<file path="src/rtl/branch_target_predictor.sv">
// branch_target_predictor: direct-mapped BTB with 2-bit counters, combinational lookup and resolution
// Define BP_PERF_EN to add perf_branches / perf_mispredicts counters.
module branch_target_predictor #(
    parameter int ENTRIES = 16,
    parameter logic [1:0] CTR_INIT = 2'b01
) (
    input  logic        CLK,
    input  logic        nRST,
    input  logic [31:0] pc_if,
    output logic        pred_taken,
    output logic [31:0] pred_next_pc,
    input  logic        upd_valid,
    input  logic [31:0] upd_pc,
    input  logic        upd_is_jump,
    input  logic        upd_taken,
    input  logic [31:0] upd_target,
    input  logic        upd_pred_taken,
    input  logic [31:0] upd_pred_next_pc,
    input  logic        flush_all,
    output logic        mispredict,
    output logic [31:0] correct_pc
`ifdef BP_PERF_EN
    ,
    output logic [31:0] perf_branches,
    output logic [31:0] perf_mispredicts
`endif
);
    localparam int IDX = $clog2(ENTRIES);
    localparam int TW = 30 - IDX;
    logic [ENTRIES-1:0] valid;
    logic [ENTRIES-1:0] jmp;
    logic [TW-1:0] tag [ENTRIES];
    logic [31:0] target [ENTRIES];
    logic [1:0] ctr [ENTRIES];
    logic [IDX-1:0] li, ui;
    logic hit, uhit;
    logic unused;
    assign unused = upd_pred_taken;
    assign li = pc_if[IDX+1:2];
    assign ui = upd_pc[IDX+1:2];
    assign hit = valid[li] && tag[li] == pc_if[31:IDX+2];
    assign uhit = valid[ui] && tag[ui] == upd_pc[31:IDX+2];
    assign pred_taken = hit && (jmp[li] || ctr[li][1]);
    assign pred_next_pc = pred_taken ? target[li] : pc_if + 32'd4;
    assign correct_pc = upd_taken ? upd_target : upd_pc + 32'd4;
    assign mispredict = upd_valid && correct_pc != upd_pred_next_pc;
    always_ff @(posedge CLK or negedge nRST) begin
        if (!nRST) begin
            valid <= '0;
            jmp <= '0;
            for (int i = 0; i < ENTRIES; i++) begin
                tag[i] <= '0;
                target[i] <= '0;
                ctr[i] <= CTR_INIT;
            end
        end else if (flush_all) begin
            valid <= '0;
            for (int i = 0; i < ENTRIES; i++) ctr[i] <= CTR_INIT;
        end else if (upd_valid) begin
            if (uhit) begin
                if (upd_is_jump) begin
                    ctr[ui] <= 2'b11;
                    jmp[ui] <= 1'b1;
                    target[ui] <= upd_target;
                end else if (upd_taken) begin
                    ctr[ui] <= ctr[ui] == 2'b11 ? 2'b11 : ctr[ui] + 2'd1;
                    target[ui] <= upd_target;
                end else begin
                    ctr[ui] <= ctr[ui] == 2'b00 ? 2'b00 : ctr[ui] - 2'd1;
                end
            end else if (upd_taken) begin
                valid[ui] <= 1'b1;
                tag[ui] <= upd_pc[31:IDX+2];
                target[ui] <= upd_target;
                jmp[ui] <= upd_is_jump;
                ctr[ui] <= upd_is_jump ? 2'b11 : 2'b10;
            end
        end
    end
`ifdef BP_PERF_EN
    always_ff @(posedge CLK or negedge nRST) begin
        if (!nRST) begin
            perf_branches <= '0;
            perf_mispredicts <= '0;
        end else begin
            perf_branches <= perf_branches + {31'd0, upd_valid};
            perf_mispredicts <= perf_mispredicts + {31'd0, mispredict};
        end
    end
`endif
endmodule

</file>
<file path="config.mk">
export PLATFORM = sky130hd
export DESIGN_NAME = branch_target_predictor
export DESIGN_NICKNAME = d
export VERILOG_FILES = /design/src/rtl/branch_target_predictor.sv
export SDC_FILE = /design/constraint.sdc
export NUM_CORES = 2
export LEC_CHECK = 0
export CORE_ASPECT_RATIO = 0.75
export CORE_MARGIN = 2
export CORE_UTILIZATION = 45
export CTS_CLUSTER_DIAMETER = 40
export CTS_CLUSTER_SIZE = 16
export DETAILED_ROUTE_END_ITERATION = 10
export SYNTH_ARGS = -nofsm -noshare
export SYNTH_HDL_FRONTEND = slang
export SYNTH_SLANG_ARGS = --single-unit
</file>
<file path="constraint.sdc">
create_clock -name CLK -period 11.15 [get_ports CLK]
set_input_delay 2.23 -clock CLK [delete_from_list [all_inputs] [get_ports CLK]]
set_output_delay 2.23 -clock CLK [all_outputs]
set_load 0.01 [all_outputs]
</file>
Word level (Yosys, flattened, before mapping)
Cells that the tools add are included.
{ "classes": {"bitwise": 7, "mux": 56, "n_addsub": 4, "eq_ne": 6, "n_reduce_logical": 17, "order_cmp": 6} }
{ "ops": {"columns": ["cell", "count"], "rows": [
  ["512-bit two-way mux", 3],
  ["512-bit bitwise mux", 1],
  ["416-bit bitwise mux", 1],
  ["32-bit two-way mux", 11],
  ["26-bit binary-select mux with 4-bit select", 2],
  ["26-bit two-way mux", 5],
  ["32-bit binary-select mux with 4-bit select", 1],
  ["32-bit demux with 4-bit select", 1],
  ["16-bit two-way mux", 7],
  ["26-bit demux with 4-bit select", 1],
  ["32-bit bitwise mux", 3],
  ["32-bit by 3-bit adder with 32-bit output, second input constant", 2],
  ["26-bit equality test", 2],
  ["32-bit != test", 1],
  ["16-bit OR", 2],
  ["32-bit OR", 1],
  ["2-bit binary-select mux with 4-bit select", 2],
  ["16-bit bitwise mux", 1],
  ["2-bit two-way mux", 7],
  ["1-bit binary-select mux with 4-bit select", 3],
  ["5-bit >= comparator, second input constant", 2],
  ["4-bit by 5-bit < comparator with 1-bit output, second input constant", 2],
  ["4-bit NOT with 5-bit output", 2],
  ["2-bit demux with 4-bit select", 1],
  ["other kinds (17)", 32]
]} }
{ "word_totals": {"register_bits": 992, "input_bits": 135, "out_inout_bits": 66, "elab_cells": 146} }

Logic depth before layout (Yosys ltp)
{ "depth": {"depth_word": 12, "ltp_mapped": 17} }

Worst setup path after synthesis
OpenSTA, ideal clock, no wires.
{ "synth_timing": {"kind": "input to output", "from": "input port pc_if[2]", "to": "output port pred_next_pc[30]", "stages": 11, "t_arrival_ps": 5351, "setup_slack_ps": 3569, "path_buffers": 5, "required_ps": 8920, "cell_sequence": "clkbuf_1 buf_2 buf_2 mux4_2 mux4_2 xnor2_1 nor4_1 nand3_1 clkbuf_1 clkbuf_1 a21oi_1"} }
{ "synth_via": {"elab_chain_cells": 8} }
{ "synth_lines": {"columns": ["item", "line_no", "rtl"], "rows": [
  ["from (decl)", "9", "input logic [31:0] pc_if,"],
  ["4-bit NOT with 5-bit output (implied by the code)", "41, 43, 44", null],
  ["26-bit binary-select mux with 4-bit select", "41", "assign hit = valid[li] && tag[li] == pc_if[31:IDX+2];"],
  ["26-bit two-way mux (implied by the code) (2 in a row)", "41", null],
  ["26-bit equality test", "41", null],
  ["1-bit logical AND", "41", null],
  ["1-bit logical AND", "43", "assign pred_taken = hit && (jmp[li] || ctr[li][1]);"],
  ["32-bit two-way mux *", "44", "assign pred_next_pc = pred_taken ? target[li] : pc_if + 32'd4;"],
  ["to (decl)", "11", "output logic [31:0] pred_next_pc,"]
]} }
Mark *: on every way between the ends. The rest lies on a longest branch, timed or not. The select of a mux whose other input is x is not followed.

Final worst setup path
{ "layout_timing": {"from": "input port upd_pc[10]", "to": "output port mispredict"} }
{ "layout_via": {"elab_chain_cells": 4} }
{ "layout_lines": {"columns": ["item", "line_no", "rtl"], "rows": [
  ["from (decl)", "13", "input logic [31:0] upd_pc,"],
  ["32-bit by 3-bit adder with 32-bit output", "45", "assign correct_pc = upd_taken ? upd_target : upd_pc + 32'd4;"],
  ["32-bit two-way mux", "45", null],
  ["32-bit != test", "46", "assign mispredict = upd_valid && correct_pc != upd_pred_next_pc;"],
  ["1-bit logical AND", "46", null],
  ["to (decl)", "20", "output logic mispredict,"]
]} }
Every way passes these cells.

==> out/results.txt <==
crit end category -> output pin
# diodes -> 0
final number of setup-violating endpoints -> 0
commonest non-fill, non-tap cells in the layout -> dfrtp_1, mux2_2, mux4_2
sw power -> 2.77 mW
wire per inst -> 30.6 um
Ys Warns -> 0
# hold bufs at CTS -> 0
routed vias -> 33078
sequential share of the synthesized area -> 0.474
period utilization -> 0.843
htree depth -> 4
Avg Cell Area, Syn -> 14.6 sq um
family with the most delay on the worst path -> buffers and inverters
CP Class -> in -> out
Worst EP arrival -> 7170 ps
#FFs+latches synth -> 992
die width -> 398 um
Slew Limit Fails -> 0
vias per inst -> 6.23
Int Power -> 7.54 mW
Reg power frac -> 0.421
drt total wl -> 163000 um
Synth Instances -> 3585
number of synthesized flops with an enable pin -> 0
grt total ovfl -> 0
die area -> 119000 sq um
asr flop ratio synth -> 1.00
CP Launch Type -> input port
Top FF cell, synth -> dfrtp_1
Logic pwr share -> 0.154
Total Power -> 10.3 mW
hold crit path type -> reg -> reg
layout cells sized above 1 -> 0.428
CTS Buffer Depth -> 3
Net Count, Synth -> 3725
fmax -> 106 MHz
Final #Nets -> 3799
Max IR drop VDD -> 0.000128 V
GRT Total Usage -> 0.277
clk_lat worst skew -> 770 ps
CTS buffer count -> 131
register clock-pin slew on the reported worst setup and hold paths -> 60 ps
clock tree root buffer cell -> clkbuf_16
largest net degree at the start of global routing -> 166
CP Data Required Time -> 8920 ps
fill count -> 9787
PortBufs -> 199
RSZ-0062 raised after global routing -> false
relative slew slack -> 0.119
Switching Share -> 0.269
Clock Sinks -> 992
fin util -> 0.517
cells along the critical path -> clkdlybuf4s50_1 > and4_1 > nand4_1 > nor4_1 > xor2_1 > xnor2_1 > o211ai_1 > a211oi_1 > o2111a_1 > a31oi_1 > clkdlybuf4s50_1
post_cts resized -> 0
Setup Buffers After CTS -> 0
Non-Filler Instances -> 5306
Routed Antenna Nets -> 0
number of max-cap violations -> 0
placed cells -> 5066
Worst Path Max Fanout -> 17
Clock power frac -> 0.425
initial DRC count -> 3219
Detailed Place HPWL -> 100000 um
CORE AREA -> 116000 sq um
Yosys cell types -> 72
Die Y -> 300 um
outcome -> finished, final reports clean
PwrDens -> 172 nW/um^2
first drt pass iteration count -> 6
cell area after synthesis -> 52500 sq um
Crit path top cell by count -> clkdlybuf4s50_1
vias in the first global route -> 33672
delay of the slowest cell on the worst path -> 1060 ps
CTS tree -> yes
slowest cell on the critical path -> clkdlybuf4s50_1
final hold violation count -> 0
DRC -> 0
I/O pin cnt -> 201
Leak -> 26.4 nW
synthesis-to-layout area growth -> 13.9%
worst-case clock skew -> 42.8 ps
Setup TNS -> 0 ps
minimum clock period -> 9400 ps
GP Congestion -> 0.846
# rows -> 108
CP Buf/Inv Count -> 2
actual slew at the worst max-slew pin -> 1310 ps
commonest non-fill, non-tap cell in the layout -> dfrtp_1
initial antenna violation count -> 3
Initial Util -> 0.453
global-route wire length before repair -> 240000 um
[routing by layer]
| metal | vias to the layer above | GRT usage | share of wire |
|---|---|---|---|
| li1 | 13754 | - | - |
| met1 | 17880 | 0.412 | 0.46 |
| met3 | 208 | 0.0860 | 0.092 |
| met4 | 4 | 0.0735 | 0.023 |
| met5 | - | 0 | 0.00020 |
| met2 | 1232 | 0.391 | 0.43 |
[synth_stat cells (5+ instances only)]
cell	instances	share of area
or3_1	17	0.0020
dfrtp_1	976	0.47
o311ai_0	13	0.0022
mux2_2	812	0.17
and4_1	7	0.0012
buf_6	37	0.0079
xnor2_1	99	0.017
xor2_1	51	0.0085
buf_4	62	0.0089
nand3_1	44	0.0042
ha_1	5	0.0012
buf_12	5	0.0019
a22oi_1	32	0.0046
a21o_1	6	0.00086
nor2b_1	8	0.00095
buf_1	42	0.0030
nor3_1	18	0.0017
o31ai_1	22	0.0031
o22ai_1	6	0.00072
a22o_1	16	0.0027
inv_1	37	0.0026
nor4_1	15	0.0018
o211a_4	10	0.0033
mux2i_1	93	0.018
mux4_2	371	0.16
o211ai_1	14	0.0020
buf_2	30	0.0029
o21bai_1	11	0.0016
nor2_1	85	0.0061
and2_1	8	0.00095
o32a_1	6	0.0011
dfstp_2	16	0.0080
a31oi_1	8	0.00095
o21ai_0	83	0.0079
mux2_1	96	0.021
clkbuf_1	167	0.012
nand2_1	79	0.0057
o2111a_4	5	0.0019
a21oi_1	42	0.0040
and3_1	11	0.0013
mux2_4	39	0.011
nand4_1	21	0.0025
buf_8	5	0.0014
[flip-flops by register name (all words and copies together) (netlist names)]
name,flops
jmp,16
tag,416
valid,16
ctr,32
target,512
[path summary, 6_finish.rpt]
path	to	start	depth (start not counted)	slack, ps
worst max register to register	tag[196]	tag[197]	10	5820
min in group asynchronous	tag[170]	nRST	1	1510
worst min-delay path	target[479]	target[479]	1	500
worst min register to register	target[479]	target[479]	1	500
max in group asynchronous	target[224]	nRST	3	7340
worst max-delay path	mispredict	upd_pc[10]	11	1750
[power by group through the flow]
stage / Combinational (mW) / Sequential [mW] / Clock, mW
global placement: 1.56 / 4.38 / 0
detailed placement: 1.59 / 4.39 / 0
floorplan: 1.09 / 4.29 / 0
CTS: 1.59 / 4.33 / 4.45
finish: 1.59 / 4.34 / 4.38
global route: 1.70 / 4.39 / 4.60
[logic make-up after synthesis]
| family | count (synthesis) | share of synthesized area |
|---|---|---|
| adder cells (fa/ha/maj) | 7 | 0.00157 |
| AO/OA/AOI/OAI | 305 | 0.0431 |
| AND/OR/NAND/NOR | 328 | 0.0312 |
| multiplexers | 1413 | 0.384 |
| flip-flops | 992 | 0.474 |
| XOR/XNOR | 151 | 0.0255 |
| buffers and inverters | 389 | 0.0409 |
[final cells by class]
cell class | count | area, sq um | share of cell area
sequential | 992 | 24800 | 0.416
clock buffer | 168 | 3630 | 0.0607
clock inverter | 72 | 916 | 0.0153
multi-input combinational | 2204 | 25500 | 0.427
timing repair buffer | 289 | 2770 | 0.0464
tap | 1540 | 1930 | 0.0322
inverter | 41 | 159 | 0.00266
[stage by stage]
stage	hold slack, ps	setup slack, ps	area, sq um
2_1_floorplan	452	3570	52500
3_3_place_gp	467	1970	55200
3_5_place_dp	474	1970	55200
4_1_cts	487	1970	59700
5_1_grt	509	1580	59700
6_report	496	1750	59700
No activity file was read; power rests on OpenSTA's default activity.
